## config.mk

```make
export PLATFORM = sky130hd
export DESIGN_NAME = uart_tx_arbiter
export DESIGN_NICKNAME = d
export VERILOG_FILES = /design/src/rtl/uart_tx_arbiter.sv
export SDC_FILE = /design/constraint.sdc
export NUM_CORES = 1
export LEC_CHECK = 0
export ABC_CLOCK_PERIOD_IN_PS = 2900
export CORE_AREA = 2 2 67 69
export CTS_BUF_LIST = sky130_fd_sc_hd__clkbuf_8 sky130_fd_sc_hd__clkbuf_16
export CTS_CLUSTER_DIAMETER = 50
export CTS_CLUSTER_SIZE = 16
export DETAILED_ROUTE_END_ITERATION = 12
export DIE_AREA = 0 0 69 71
export GPL_TIMING_DRIVEN = 0
export PLACE_DENSITY_LB_ADDON = 0.1
export SYNTH_ARGS = -nofsm -noshare
export SYNTH_HDL_FRONTEND = slang
export SYNTH_SLANG_ARGS = --single-unit
```

## constraint.sdc

```tcl
create_clock -name clk -period 2.9 [get_ports clk]
set_input_delay 0.58 -clock clk [delete_from_list [all_inputs] [get_ports clk]]
set_output_delay 0.58 -clock clk [all_outputs]
set_load 0.1 [all_outputs]
```

## src/rtl/uart_tx_arbiter.sv

```systemverilog
// uart_tx_arbiter: round-robin sharing of one uart_tx between two byte requesters, with accept timeout
module uart_tx_arbiter #(
  parameter int ACK_TIMEOUT = 16
) (
  input  logic       clk,
  input  logic       nRst,
  input  logic       req0_valid,
  input  logic [7:0] req0_byte,
  output logic       req0_ready,
  input  logic       req1_valid,
  input  logic [7:0] req1_byte,
  output logic       req1_ready,
  input  logic       transmit_ready,
  output logic       tx_ctrl,
  output logic [7:0] tx_byte,
  output logic       busy,
  output logic       grant_id,
  input  logic       err_clear,
  output logic       err_timeout
);
  localparam int CW = $clog2(ACK_TIMEOUT + 1);
  typedef enum logic [1:0] {IDLE, ISSUE, WAIT_ACCEPT, WAIT_DONE} state_t;
  state_t state, state_n;
  logic [CW-1:0] cnt, cnt_n, cnt_inc;
  logic [7:0] tx_byte_n;
  logic last_grant, last_grant_n, tx_ctrl_n, req0_ready_n, req1_ready_n, grant_id_n, err_n, win;
  always_ff @(posedge clk) begin
    if (!nRst) begin
      state       <= IDLE;
      cnt         <= '0;
      last_grant  <= 1'b1;
      tx_ctrl     <= 1'b0;
      tx_byte     <= 8'h00;
      req0_ready  <= 1'b0;
      req1_ready  <= 1'b0;
      busy        <= 1'b0;
      grant_id    <= 1'b0;
      err_timeout <= 1'b0;
    end else begin
      state       <= state_n;
      cnt         <= cnt_n;
      last_grant  <= last_grant_n;
      tx_ctrl     <= tx_ctrl_n;
      tx_byte     <= tx_byte_n;
      req0_ready  <= req0_ready_n;
      req1_ready  <= req1_ready_n;
      busy        <= state_n != IDLE;
      grant_id    <= grant_id_n;
      err_timeout <= err_n;
    end
  end
  always_comb begin
    state_n      = state;
    cnt_n        = cnt;
    cnt_inc      = cnt + 1'b1;
    last_grant_n = last_grant;
    tx_ctrl_n    = 1'b0;
    tx_byte_n    = tx_byte;
    req0_ready_n = 1'b0;
    req1_ready_n = 1'b0;
    grant_id_n   = grant_id;
    err_n        = err_clear ? 1'b0 : err_timeout;
    // on a tie the requester that did not go last wins
    win          = (req0_valid && req1_valid) ? ~last_grant : req1_valid;
    case (state)
      IDLE: if (transmit_ready && (req0_valid || req1_valid)) begin
        state_n      = ISSUE;
        tx_ctrl_n    = 1'b1;
        req0_ready_n = ~win;
        req1_ready_n = win;
        grant_id_n   = win;
        tx_byte_n    = win ? req1_byte : req0_byte;
      end
      ISSUE: begin
        state_n   = WAIT_ACCEPT;
        tx_ctrl_n = 1'b1;
        cnt_n     = '0;
      end
      WAIT_ACCEPT: if (!transmit_ready) state_n = WAIT_DONE;
      else if (cnt_inc == CW'(ACK_TIMEOUT)) begin
        state_n      = IDLE;
        cnt_n        = cnt_inc;
        err_n        = 1'b1;
        last_grant_n = grant_id;
      end else begin
        cnt_n     = cnt_inc;
        tx_ctrl_n = 1'b1;
      end
      WAIT_DONE: if (transmit_ready) begin
        state_n      = IDLE;
        last_grant_n = grant_id;
      end
      default: state_n = IDLE;
    endcase
  end
endmodule
```

==> results, run 1 <==
- The run finished with clean final reports.
- The maximum fanout encountered on the critical timing path is 3.
- The headroom to the max-slew limit is 34.0%.
- The number of clock sinks is 22.
- The setup slack after placement is 0.720 ns.
- The number of buffers added by the clock tree synthesis step is 3.
- In this run the count of I/O pins placed on the die edge is 36.
- The number of stages on the worst setup path is 1.
- The endpoint kind of the worst setup timing path is a primary output.
- For this design, the CTS-stage hold fixing added 0 buffers.
- Setup slack closes at 0.543 ns.
- The clock transition time at the flip-flop clock pins of the worst setup and hold paths is 0.08 ns.
- The part of the Yosys area used for sequential elements is 43.1%.
- In this run the power density over the cells is 526 nW/um^2.
- In the finished design, the share of the clock period the worst path needs comes to 81.3%.
- The time the worst path needs with I/O delays and setup is 2.36 ns.
- The initial detailed-routing violation count is 51.
- The final sum of negative setup slack is 0 ns.
- The async set-reset flop share out of synthesis is 0%.
- After floorplanning, the core was sized to cover 4200 um^2.
- The worst reg-to-reg setup slack is 1.34 ns.
- For this run, design rule violations remaining after detail routing come to 0.
- The clock latency on the worst-skew pair is 0.26 ns.
- Global routing used 11.1% of the available tracks.
- The net switching power is 284 uW.
- The routability-driven placement congestion ratio is 0.780.
- Post-CTS timing repair inserted 0 buffers for setup.
- Entering global routing, the biggest net connects 12 pins.
- Once the floorplan was initialized, standard cells occupied 24.3% of the core.
- STA classifies the critical path startpoint as a flop.
- The data required time of the worst path is 2.32 ns.
- In this run, post-CTS repair resized a total of 0 instances.
- Cells with a size suffix above 1 make up 6.54% of the layout.
- The count of placed standard cells in the final layout, fillers left out is 205.
- Max-cap violations in this run came to 0.
- The antenna diode instance count is 0.
- The pin slew with the least headroom to its limit is 0.987 ns.
- The site row count is 24.
- The cell area that synthesis handed to floorplanning was 1020 um^2.
- In this run, distinct cell masters in the synthesized netlist total 31.
- The cell at the root of the clock tree is clkbuf_8.
- Setup repair after global routing left no endpoint under its margin.
- The synthesized design contains 22 register bits.
- The slowest stage of the critical path belongs to the cell clkdlybuf4s50_1.
- The average via count per standard cell is 4.66.
- The number of nets in the final layout is 178.
- After technology mapping, the gate count stands at 115.
- No sink is reached through more buffers than the 2 on the longest clock path.
- The floorplan die area is 4900 um^2.
- The clock network accounts for 24.7% of the total power.
- The routed via count is 955.
- Counting every net in the synthesized netlist gives 138.
- The number of buffers and inverters on the critical path is 1.
- In this run the static leakage power is 0.527 nW.
- After detailed placement, the design holds a cell count of 202.
- The switching share of power is 36.6%.
- The first detailed-routing pass took 4 iterations.
- The number of cells on the worst reg-to-reg path is 4.
- The number of global-route vias before repair is 960.
- The routed design has 2620 um of wire.
- The critical path data arrival time is 1.78 ns.
- The proportion of power drawn by combinational gates is 32.5%.
- The global-route congestion overflow total is 0.
- CTS built an H-tree with a depth of 1.
- After synthesis, the mean cell area works out to 8.88 um^2.
- The area growth from synthesis to layout is 44.7%.
- The delay contributed by the slowest stage of the critical path is 1.16 ns.
- The number of hold-slack violations in the final timing report came to 0.
- Measured along the y axis, the die boundary spans 71 um.
- Internal power comes to 493 uW.
- Input and output buffers added on the ports amount to 35.
- The first global-routing pass estimated 4450 um of wire.
- The placed wire-length estimate after detailed placement is 1910 um.
- Summing internal, switching and leakage power gives 777 uW.
- The tightest min-delay check is of the reg -> reg type.
- The sequential share of power is 42.8%.
- Setup violations remaining at the end of the flow were counted as 0.
- The maximum ir drop on the vdd rail is 0.321 mV.
- The most used flip-flop cell after synthesis is dfxtp_1.
- The horizontal die dimension is 69 um.
- The maximum clock frequency is 424 MHz.
- The clock tree from TritonCTS is yes.
- The max-slew violation count is 0.
- The signal on the critical path passes through clkdlybuf4s50_1.
- Dividing the detail-routed wire length by the instance count gives 12.8 um.
- The total of warnings raised by yosys is 0.
- The detail route stage leaves a number of antenna-violating nets equal to 0.
- The cell family contributing the most delay on the critical path is buffers and inverters.
- The number of enable-type register cells in the synthesized netlist is 0.
- The critical path is of the reg -> out type.
- The number of antenna violations at the first check in global routing came to 0.
- Along the worst hold path, the cell count comes to 2.
- Between clock sinks in the finished design, the worst skew comes to 0.00107 ns.
[area by class of cell]
| cell class | instances | area, um^2 |
|---|---|---|
| Inverter | 4 | 15.0 |
| Tap cell | 52 | 65.1 |
| Buffer | 7 | 37.5 |
| Multi-Input combinational cell | 82 | 528 |
| Sequential cell | 22 | 440 |
| Fill cell | 436 | 2730 |
| Clock buffer | 3 | 41.3 |
| Timing Repair Buffer | 35 | 350 |
[placed cells by master (no fill, tap or decap), drive strengths merged]
| cell type | instances |
|---|---|
| nor2b | 2 |
| inv | 4 |
| ha | 1 |
| o21a | 1 |
| o31ai | 1 |
| a31oi | 1 |
| nand4 | 2 |
| and2b | 1 |
| a211oi | 9 |
| o21ai | 4 |
| a21boi | 1 |
| buf | 5 |
| nand3 | 1 |
| or4 | 1 |
| mux2i | 11 |
| clkbuf | 5 |
| nand2b | 3 |
| and4b | 1 |
| and2 | 1 |
| clkdlybuf4s50 | 35 |
| nor3 | 4 |
| nor2 | 17 |
| a21oi | 7 |
| o211ai | 4 |
| and3 | 1 |
| dfxtp | 22 |
| nand2 | 5 |
| o2bb2ai | 1 |
| a32oi | 2 |
[routing by layer]
metal / routed length (um) / vias up / track usage (%)
li1: - / 491 / -
met1: 1210 / 437 / 13.8
met2: 1230 / 25 / 18.5
met3: 162 / 2 / 4.13
met4: 12 / 0 / 2.18
met5: 0 / - / 0
[cells in the mapped netlist, types with 3 or more instances]
cell      instances  area [um^2]
a211oi_1          9         67.6
o211ai_1          4         30.0
nor2_1           17         63.8
inv_1             4         15.0
dfxtp_1          22          440
nand2b_1          3         18.8
buf_2             3         15.0
nand2_1           5         18.8
o21ai_0           4         20.0
mux2i_1          11          110
a21oi_1           6         30.0
nor3_1            3         15.0
[through the flow]
step           area [um^2]  utilization [%]  hold slack [ns]
2_1_floorplan         1020                -            0.476
3_3_place_gp          1440             34.2            0.466
3_5_place_dp          1440             34.2            0.466
4_1_cts               1480             35.1            0.477
5_1_grt               1480             35.1            0.502
6_report              1480             35.1            0.477
[kinds of logic (layout without fill, tap and decap cells)]
logic type / count (synthesis) / count (layout) / share of synthesized area, %
adder cells (fa/ha/maj): 1 / 1 / 1.23
buffers and inverters: 11 / 49 / 5.15
AND/OR/NAND/NOR: 39 / 39 / 19.0
AO/OA/AOI/OAI: 31 / 31 / 20.7
multiplexers: 11 / 11 / 10.8
flip-flops: 22 / 22 / 43.1
[path summary, 6_finish.rpt]
path | from | end
hold reg to reg | err_timeout | err_timeout
hold / removal | err_timeout | err_timeout
setup / recovery | grant_id | grant_id
setup reg to reg | cnt[0] | err_timeout
[power groups by stage]
stage	combinational [mW]	sequential (mW)	clock, mW
global placement	0.254	0.339	0
floorplan	0.0607	0.453	0
detailed placement	0.255	0.339	0
finish	0.253	0.332	0.192
global route	0.267	0.335	0.208
CTS	0.255	0.332	0.202
[sequential cells by signal, summed over array words and instances, names as in the netlist]
name,count
busy,1
cnt,5
err_timeout,1
grant_id,1
last_grant,1
req0_ready,1
req1_ready,1
state,2
tx_byte,8
tx_ctrl,1
[tightest hold or removal path, stage by stage, from the launching register on]
cell	delay (ns)
dfxtp_1	0.31
nand2b_1	0.07
a21oi_1	0.05
No activity file was read; power rests on OpenSTA's default activity.
==> run 2, diff against run 1 <==
--- a/config.mk
+++ b/config.mk
@@ -5,7 +5,7 @@
 export SDC_FILE = /design/constraint.sdc
 export NUM_CORES = 1
 export LEC_CHECK = 0
-export ABC_CLOCK_PERIOD_IN_PS = 2900
+export ABC_CLOCK_PERIOD_IN_PS = 2400
 export CORE_AREA = 2 2 67 69
 export CTS_BUF_LIST = sky130_fd_sc_hd__clkbuf_8 sky130_fd_sc_hd__clkbuf_16
 export CTS_CLUSTER_DIAMETER = 50
==> constraint.sdc (replaced) <==
create_clock -name clk -period 2.4 [get_ports clk]
set_input_delay 0.48 -clock clk [delete_from_list [all_inputs] [get_ports clk]]
set_output_delay 0.48 -clock clk [all_outputs]
set_load 0.1 [all_outputs]
==> results of run 2 <==
The final DEF is identical to that of run 1. Status: complete, no violations.
Among the figures that moved: setup slack after placement 0.720 ns -> 0.320 ns; setup slack after layout 0.543 ns -> 0.143 ns; register-to-register setup slack 1.34 ns -> 0.84 ns; total power 0.777 mW -> 0.939 mW; worst IR drop on VDD 0.321 mV -> 0.388 mV
==> run 3, diff against run 2 <==
--- a/config.mk
+++ b/config.mk
@@ -13,6 +13,8 @@
 export DETAILED_ROUTE_END_ITERATION = 12
 export DIE_AREA = 0 0 69 71
 export GPL_TIMING_DRIVEN = 0
+export HOLD_SLACK_MARGIN = 0.1
+export MAX_ROUTING_LAYER = met4
 export PLACE_DENSITY_LB_ADDON = 0.1
 export SYNTH_ARGS = -nofsm -noshare
 export SYNTH_HDL_FRONTEND = slang
==> results, run 3 (synthesis results as in run 1) <==
- The placed wire-length estimate after detailed placement was 1910 um (unchanged).
- The number of global-route vias before repair is 961 (+0.10%).
- The run finished with clean final reports.
- The number of nets in the final layout is 178 (unchanged).
- The final routed DRC violation total was 0 (unchanged).
- The maximum level of the CTS H-tree is 1 (unchanged).
- The max-cap check violation count is 0 (unchanged).
- The count of boundary I/O pins is 36 (unchanged).
- The count of buffering cells on the critical path with inverters included is 1 (unchanged).
- The cell at the root of the clock tree is clkbuf_8.
- The maximum ir drop on the vdd rail is 0.388 mV.
- The average via count per standard cell is 4.65 (-0.21%).
- In the final layout, the registers with the most flip-flops are tx_byte: 8 flops, cnt: 5 flops, state: 2 flops.
- Leaving out fill and tap cells, the most frequent cell in the layout is clkdlybuf4s50_1.
- The time the worst path needs with I/O delays and setup is 2.26 ns.
- The leakage power summed over all cells is 0.527 nW (unchanged).
- The total chip power is 939 uW.
- The starting density of the core is 24.3% (unchanged).
- In the layout the commonest cells are clkdlybuf4s50_1, dfxtp_1, nor2_1.
- The pin slew with the least headroom to its limit came to 0.986 ns (-0.000908 ns).
- The number of hold-slack violations in the final timing report came to 0 (unchanged).
- The routed via count is 953 (-0.21%).
- The max-slew violation count was 0 (unchanged).
- The number of port buffers is 35 (unchanged).
- The post-cts resize count is 0 (unchanged).
- Of the total power, the share spent switching nets is 36.6%.
- The maximum fanout encountered on the critical timing path came to 3 (unchanged).
- The final sum of negative setup slack is 0 ns (unchanged).
- The floorplan die area is 4900 um^2 (unchanged).
- The critical path goes through clkdlybuf4s50_1.
- The number of endpoints failing setup at the final stage is 0 (unchanged).
- The global-route usage over all layers is 11.4% (+0.34 points).
- The slowest cell on the critical path is clkdlybuf4s50_1.
- The proportion of power drawn by combinational gates is 32.6% (about the same).
- The cell family contributing the most delay on the critical path is buffers and inverters.
- The core outline area is 4200 um^2 (unchanged).
- The maximum clock frequency is 443 MHz.
- Summed over all nets, the switching power comes to 344 uW.
- The number of nets still failing antenna checks after routing is 0 (unchanged).
- The buffer count from post-CTS setup fixing is 0 (unchanged).
- The first-pass detailed-route iteration total came to 5 (+1).
- The antenna diode instance count is 0 (unchanged).
- The number of clock sinks is 22 (unchanged).
- The largest register by flop count is tx_byte.
- The data required time of the worst path is 1.92 ns.
- The placed standard-cell area was 1440 um^2 (unchanged).
- The critical path data arrival time came to 1.78 ns (about the same).
- The final wirelength is 2620 um (unchanged).
- The clock tree buffer depth is 2 (unchanged).
- The routability-driven placement congestion ratio is 0.791 (+1.4%).
- The post-route cell area is 1480 um^2 (unchanged).
- The endpoint of the lowest-slack register-to-register path is err_timeout.
- The internal portion of the total power is 595 uW.
- The site row count is 24 (unchanged).
- Power spread over the standard cell area amounts to 636 nW/um^2.
- The worst reg-to-reg setup slack is 0.84 ns.
- The count of placed standard cells in the final layout, fillers left out is 205 (unchanged).
- The initial detailed-routing violation count is 52 (+2.0%).
- The post-cts hold buffer count is 0 (unchanged).
- The number of buffers added by the clock tree synthesis step came to 3 (unchanged).
- The number of antenna violations at the first check in global routing was 0 (unchanged).
- TritonCTS built the clock tree.
- The global-route wire length before repair is 4450 um (unchanged).
- The global-route congestion overflow total is 0 (unchanged).
- The endpoint kind of the worst setup timing path is a primary output.
- The worst hold path belongs to the class reg -> reg.
- The hold path startpoint is err_timeout.
- The critical path launch point type is a flop.
- The sequential share of power is 42.7% (about the same).
- The maximum number of pins on one net before global-route repair came to 12 (unchanged).
- The die height came to 71 um (unchanged).
- The area growth from synthesis to layout was 44.7% (unchanged).
- The number of cells on the worst reg-to-reg path is 4 (unchanged).
- The clock transition time at the flip-flop clock pins of the worst setup and hold paths is 0.08 ns (about the same).
- For hold timing, the worst endpoint is err_timeout.
- Setup repair after global routing left no endpoint under its margin.
- The post-route clock period utilization is 94.0%.
- The cell total after placement is 202 (unchanged).
- The mean routed wirelength per cell is 12.8 um (unchanged).
- The headroom to the max-slew limit is 34.0% (+0.061 points).
- The ratio of cells with drive above 1 in the final layout came to 6.54% (unchanged).
- The launching instance or port of the critical path is grant_id.
- The clock skew after layout is 0.00143 ns (+0.000360 ns).
- The cell depth of the worst min-delay path is 2 (unchanged).
- The horizontal die dimension was 69 um (unchanged).
- The clock latency on the worst-skew pair is 0.26 ns (about the same).
- The clock share of power is 24.7% (about the same).
- The worst setup path is of the reg -> out kind.
- The delay contributed by the slowest stage of the critical path is 1.16 ns (about the same).
- The reg-to-reg startpoint is cnt[0].
- The flip-flop count of the largest register after layout is 8 (unchanged).
## run 3: final cells by class
cell class / count / area, um^2
buffer: 7 / 37.5
clock buffer: 3 / 41.3
fill: 436 / 2730
inverter: 4 / 15.0
multi-input combinational: 82 / 528
sequential: 22 / 440
tap: 52 / 65.1
timing repair buffer: 35 / 350
## run 3: stage by stage
| step | util, % | setup WS, ns | hold slack, ns |
|---|---|---|---|
| after global placement | 34.2 | 0.319 | 0.466 |
| after global routing | 35.1 | 0.0810 | 0.502 |
| final | 35.1 | 0.143 | 0.477 |
| after floorplan | - | 0.980 | 0.476 |
| after detailed placement | 34.2 | 0.320 | 0.466 |
| after CTS | 35.1 | 0.129 | 0.477 |
## run 3: metal layers
metal	part of all wire, %	track usage [%]	up-vias
met5	0	-	-
met3	6.1	4.13	2
met2	47	18.5	25
li1	-	-	492
met1	46	13.8	434
met4	0.46	2.18	0
## run 3: power by group through the flow
stage,registers (mW),clock network (mW),logic [mW]
2_1_floorplan,0.548,0,0.0733
3_3_place_gp,0.409,0,0.307
3_5_place_dp,0.410,0,0.308
4_1_cts,0.402,0.244,0.308
5_1_grt,0.405,0.252,0.322
6_report,0.401,0.232,0.306
## run 3: worst max-delay path by stage
| stage | to | slack (ns) | depth (start not counted) |
|---|---|---|---|
| 6_report | grant_id | 0.14 | 1 |
| 5_1_grt | grant_id | 0.08 | 1 |
| 4_1_cts | grant_id | 0.13 | 1 |
| 3_5_place_dp | tx_byte[1] | 0.32 | 6 |
| 3_3_place_gp | tx_byte[5] | 0.32 | 6 |
| 2_1_floorplan | grant_id | 0.98 | 0 |
